`src/rtl/req_resp_pkg.sv`:
```
// Shared constants for the req/resp responder slice.
// Holds the default trigger/response timing, the statistics counter width
// and the helper that sizes the pending-response delay line.
package req_resp_pkg;

   localparam int unsigned REQ_LEN_DEF  = 2;
   localparam int unsigned DELAY_DEF    = 4;
   localparam int unsigned RESP_LEN_DEF = 2;
   localparam int unsigned CNT_W        = 16;

   // Delay-line length: the last tap holds a trigger's final resp sample.
   function automatic int unsigned line_len(input int unsigned delay,
                                            input int unsigned resp_len);
      return delay + resp_len - 1;
   endfunction

endpackage

```
`src/rtl/req_resp_delay_line.sv`:
```
// Shift register of pending triggers with a registered OR over its tail taps.
// Ports:
//   clk, rst_n  clock and asynchronous active-low reset
//   in_bit      trigger pulse entering bit 0
//   tap_or      registered OR of taps TAP_LO..LEN-1 (the response)
//   any_set     registered "any bit set or response high"
//   tail        last bit of the line (only with REQ_RESP_STATS_EN)
module req_resp_delay_line #(
   parameter int unsigned LEN    = 5,
   parameter int unsigned TAP_LO = 3
) (
   input  logic clk,
   input  logic rst_n,
   input  logic in_bit,
   output logic tap_or,
   output logic any_set
`ifdef REQ_RESP_STATS_EN
   ,
   output logic tail
`endif
);

   logic [LEN-1:0] line_q, line_d;
   logic           tap_or_q, tap_or_d;
   logic           any_q, any_d;

   // Next line contents and the output taps computed from them, so the
   // response flop lines up with the shifted line.
   always_comb begin
      line_d    = '0;
      tap_or_d  = 1'b0;
      line_d[0] = in_bit;
      for (int unsigned i = 1; i < LEN; i++) begin
         line_d[i] = line_q[i-1];
      end
      for (int unsigned i = TAP_LO; i < LEN; i++) begin
         tap_or_d = tap_or_d | line_d[i];
      end
      any_d = (|line_d) | tap_or_d;
   end

   always_ff @(posedge clk or negedge rst_n) begin
      if (!rst_n) begin
         line_q   <= '0;
         tap_or_q <= 1'b0;
         any_q    <= 1'b0;
      end else begin
         line_q   <= line_d;
         tap_or_q <= tap_or_d;
         any_q    <= any_d;
      end
   end

   assign tap_or  = tap_or_q;
   assign any_set = any_q;
`ifdef REQ_RESP_STATS_EN
   assign tail    = line_q[LEN-1];
`endif

endmodule

```
`src/rtl/req_resp_responder.sv`:
```
// Responder: after REQ_LEN consecutive req-high samples (with en high on the
// last one) it drives resp high for RESP_LEN samples starting DELAY posedges
// later. Overlapping triggers are all honoured.
// Optional feature macro: REQ_RESP_STATS_EN adds trig_cnt / resp_cnt.
// Ports:
//   clk, rst_n  clock and asynchronous active-low reset
//   en          trigger enable (does not cancel pending responses)
//   clr         synchronous clear of ovl_err and the counters
//   req         request input
//   resp        registered response
//   busy        registered: a response is pending or active
//   ovl_err     sticky: a trigger arrived while busy
//   trig_cnt    saturating count of accepted triggers (stats build only)
//   resp_cnt    saturating count of completed resp windows (stats build only)
module req_resp_responder
   import req_resp_pkg::*;
#(
   parameter int unsigned REQ_LEN  = REQ_LEN_DEF,
   parameter int unsigned DELAY    = DELAY_DEF,
   parameter int unsigned RESP_LEN = RESP_LEN_DEF
) (
   input  logic clk,
   input  logic rst_n,
   input  logic en,
   input  logic clr,
   input  logic req,
   output logic resp,
   output logic busy,
   output logic ovl_err
`ifdef REQ_RESP_STATS_EN
   ,
   output logic [CNT_W-1:0] trig_cnt,
   output logic [CNT_W-1:0] resp_cnt
`endif
);

   localparam int unsigned RUN_W    = $clog2(REQ_LEN + 1);
   localparam int unsigned LINE_LEN = line_len(DELAY, RESP_LEN);

   logic [RUN_W-1:0] run_q, run_d;
   logic             ovl_q, ovl_d;
   logic             trig_c;
   logic             resp_w, busy_w;
`ifdef REQ_RESP_STATS_EN
   logic             tail_w;
   logic [CNT_W-1:0] trig_cnt_q, trig_cnt_d;
   logic [CNT_W-1:0] resp_cnt_q, resp_cnt_d;
`endif

   // Run counter holds the number of consecutive req-high samples before
   // this edge, so a trigger needs REQ_LEN-1 of them plus req now.
   always_comb begin
      trig_c = req & en & (run_q >= RUN_W'(REQ_LEN - 1));
      run_d  = run_q;
      if (!req) begin
         run_d = '0;
      end else if (run_q != RUN_W'(REQ_LEN)) begin
         run_d = run_q + RUN_W'(1);
      end
      // A trigger in the same cycle as clr still sets the flag.
      ovl_d = (ovl_q & ~clr) | (trig_c & busy_w);
   end

   always_ff @(posedge clk or negedge rst_n) begin
      if (!rst_n) begin
         run_q <= '0;
         ovl_q <= 1'b0;
      end else begin
         run_q <= run_d;
         ovl_q <= ovl_d;
      end
   end

   req_resp_delay_line #(
      .LEN    (LINE_LEN),
      .TAP_LO (DELAY - 1)
   ) u_line (
      .clk     (clk),
      .rst_n   (rst_n),
      .in_bit  (trig_c),
      .tap_or  (resp_w),
      .any_set (busy_w)
`ifdef REQ_RESP_STATS_EN
      ,
      .tail    (tail_w)
`endif
   );

`ifdef REQ_RESP_STATS_EN
   // Saturating statistics; a set tail bit marks a trigger's final resp sample.
   always_comb begin
      trig_cnt_d = trig_cnt_q;
      resp_cnt_d = resp_cnt_q;
      if (clr) begin
         trig_cnt_d = '0;
         resp_cnt_d = '0;
      end else begin
         if (trig_c && (trig_cnt_q != {CNT_W{1'b1}})) begin
            trig_cnt_d = trig_cnt_q + CNT_W'(1);
         end
         if (tail_w && (resp_cnt_q != {CNT_W{1'b1}})) begin
            resp_cnt_d = resp_cnt_q + CNT_W'(1);
         end
      end
   end

   always_ff @(posedge clk or negedge rst_n) begin
      if (!rst_n) begin
         trig_cnt_q <= '0;
         resp_cnt_q <= '0;
      end else begin
         trig_cnt_q <= trig_cnt_d;
         resp_cnt_q <= resp_cnt_d;
      end
   end

   assign trig_cnt = trig_cnt_q;
   assign resp_cnt = resp_cnt_q;
`endif

   assign resp    = resp_w;
   assign busy    = busy_w;
   assign ovl_err = ovl_q;

endmodule

```
`config.mk`:
```
export PLATFORM = sky130hd
export DESIGN_NAME = req_resp_responder
export DESIGN_NICKNAME = d
export VERILOG_FILES = /design/src/rtl/req_resp_pkg.sv /design/src/rtl/req_resp_delay_line.sv /design/src/rtl/req_resp_responder.sv
export SDC_FILE = /design/constraint.sdc
export NUM_CORES = 1
export LEC_CHECK = 0
export ABC_AREA = 1
export CAP_MARGIN = 20
export CORE_AREA = 2 2 39 41
export DETAILED_ROUTE_END_ITERATION = 10
export DIE_AREA = 0 0 41 43
export GPL_TIMING_DRIVEN = 0
export SLEW_MARGIN = 25
export SYNTH_ARGS = -nofsm -noshare
export SYNTH_HDL_FRONTEND = slang
export SYNTH_SLANG_ARGS = --single-unit
```
`constraint.sdc`:
```
create_clock -name clk -period 0.9 [get_ports clk]
set_input_delay 0.18 -clock clk [delete_from_list [all_inputs] [get_ports clk]]
set_output_delay 0.18 -clock clk [all_outputs]
set_load 0.02 [all_outputs]
```
==> reports/summary.txt <==
status - finished, violations left
failing checks - negative setup slack
P&R area growth vs syn - 52.81%
antenna violations before repair - 0
CP Capture Type - register
DR WL/cell - 10.13 microns
Hold Buf Count CTS - 0
dpl ws - -217.5 ps
Final HPWL DP - 419.8 microns
port bufs - 7
post-DR vias/cell - 4.200
main combinational cell family by area after synthesis - simple AND/OR/NAND/NOR gates
post-route cell area - 510.5 sq um
root buffer cell - clkbuf_4
Post-Synth XOR/XNOR Area - 0
H-tree Lvls - 1
Power Dens Cells - 2834 mW/mm^2
Critical Path RT - 1040 ps
Clock Latency Late Sink - 250 ps
GRT overflow - 0
most frequent cells in the layout - dfrtp_1 (9), inv_2 (4), nor2_1 (4), clkdlybuf4s50_1 (4)
synth unique cells - 8
Final Cycle Share - 1.095
CP Cell Sequence - inv_2 -> ha_4 -> o21ai_2 -> nor2_1
post-synthesis mux area share - 0
Rel. slew slack - 0.7347
Seq/Total Area, Yosys - 0.6742
Syn Nets - 38
Leakage - 0.2601 nW
io pins - 8
DRC - 0
Worst-Margin Slew - 396.8 ps
simple-gate share of the synthesized area - 0.1573
Final ANT Viol Nets - 0
gr usage total - 0.08333
Final Slew Violations - 0
Hold Path Class - input pin to asynchronous set/reset pin
CP Class - register to register
Die X - 41 microns
worst-case clock buffer depth - 2
Clock Skew - 2.590 ps
# setup viols final - 7
Worst-path clk slew - 60 ps
die height - 43 microns
GPL Wtd Cong - 0.7794
ant diodes - 0
clk sink count - 9
Via Count - 252
Ys Warns - 0
layout cells sized above 1 - 0.4091
largest net degree at the start of global routing - 10
RSZ-0062 raised after global routing - yes
Worst VDD drop - 871.8 uV
type of origin of the critical path - register
CTS tree - done
DRT iter0 DRCs - 1
Synth Area in Adders - 0.07491
Area after DPL - 436.7 sq um
post-synthesis area per instance - 10.78 sq um
final wirelength - 608 microns
Cells after Synth - 31
f_max - 1.014 GHz
Max Cap Viol - 0
FP Rows - 14
crit-path max FO - 3
fin util - 0.3689
CTS Buf Count - 3
DIE AREA - 0.001763 sq mm
critical path arrival - 1130 ps
minimum clock period - 985.7 ps
Slowest cell on crit path - dfrtp_1
number of synthesized register bits - 9
final setup TNS - -287.5 ps
Mapped Area - 334.1 sq um
most common cell after layout, fill and taps aside - dfrtp_1
Initial Util - 0.2414
Largest stage delay, worst path - 390 ps
DRT Pass-1 Iters - 2
compound-cell area share of the yosys netlist - 0.01498
number of global-route vias before repair - 236
core footprint - 0.001384 sq mm
global-route wire length before repair - 897 microns
Final Hold Viols - 0
nets - 52
final worst setup slack - -85.75 ps
[cell families (layout without fill, tap and decap cells)]
| logic type | after synthesis | in the layout |
|---|---|---|
| buffers and inverters | 7 | 20 |
| adders and majority gates | 2 | 2 |
| and+or+nand+nor | 12 | 12 |
| AOI/OAI and AO/OA | 1 | 1 |
| DFF | 9 | 9 |
[worst max-delay path, delay by kind of cell, from the launching register on]
kind / cells / cell delay [ps]
compound gates: 1 / 110
fa+ha+maj: 1 / 210
buf+inv: 1 / 110
flops: 1 / 390
simple gates: 1 / 50
[where the power goes]
part | internal [mW] | leakage [nW] | total [mW] | switching (mW)
clock | 0.170 | 0.0150 | 0.295 | 0.125
sequential | 0.516 | 0.118 | 0.595 | 0.0793
combinational | 0.283 | 0.127 | 0.557 | 0.274
total | 0.968 | 0.260 | 1.45 | 0.478
[metal layers]
layer  up-vias  share of wire  routed length, microns  global-route usage
li1        123              -                       -                   -
met1       121           0.41                     247             0.07358
met2         8           0.53                     322              0.1313
met3         0          0.063                      38             0.06283
met4         0              0                       0             0.04000
met5         -              0                       0                   0
[sequential cells by signal (all words and copies together) (netlist names)]
signal          count
ovl_err             1
run_q               2
u_line.any_set      1
u_line.line_q       4
u_line.tap_or       1
[path summary, 6_finish.rpt]
check	start	to	slack [ps]	cells past startpoint
worst min register to register	u_line.line_q[2]$_DFF_PN0_	u_line.line_q[3]$_DFF_PN0_	380	0
max in group asynchronous	rst_n	u_line.tap_or$_DFF_PN0_	400	1
worst max-delay path	run_q[0]$_DFFE_PN0P_	run_q[1]$_DFFE_PN0P_	-90	4
min in group clk	u_line.line_q[2]$_DFF_PN0_	u_line.line_q[3]$_DFF_PN0_	380	0
worst min-delay path	rst_n	u_line.line_q[0]$_DFF_PN0_	220	1
worst max register to register	run_q[0]$_DFFE_PN0P_	run_q[1]$_DFFE_PN0P_	-90	4
[synth_stat cells, drive strengths merged]
| cell type | count | area share |
|---|---|---|
| dfrtp | 9 | 0.67 |
| nor2 | 4 | 0.045 |
| ha | 2 | 0.075 |
| nand2 | 3 | 0.034 |
| nand3 | 4 | 0.060 |
| inv | 7 | 0.079 |
| nand4 | 1 | 0.019 |
| o21ai | 1 | 0.015 |
[area by class of cell]
class	instances	area, sq um
clock buffer	4	26.28
fill	140	873.3
inverter	7	26.28
multi-input combinational	15	123.9
sequential	9	225.2
tap	16	20.02
timing repair buffer	9	88.84
[through the flow]
step | hold WS [ps] | instances | total power, mW
after floorplan | -115.6 | 31 | 0.8188
after CTS | 223.7 | 59 | 1.429
after global routing | 235.9 | 60 | 1.561
final | 219.4 | 60 | 1.447
after detailed placement | 367.4 | 54 | 0.9943
after global placement | 359.4 | 54 | 0.9738
[repair_timing]
action | in CTS | in global routing
endpoints found under the setup margin | 7 | 8
buffers inserted | 1 | 1
gates resized for setup | 26 | 1
pin swaps | 3 | 1
hold endpoints to repair | 0 | 0
Note: power is estimated with default switching activity, not from simulation.
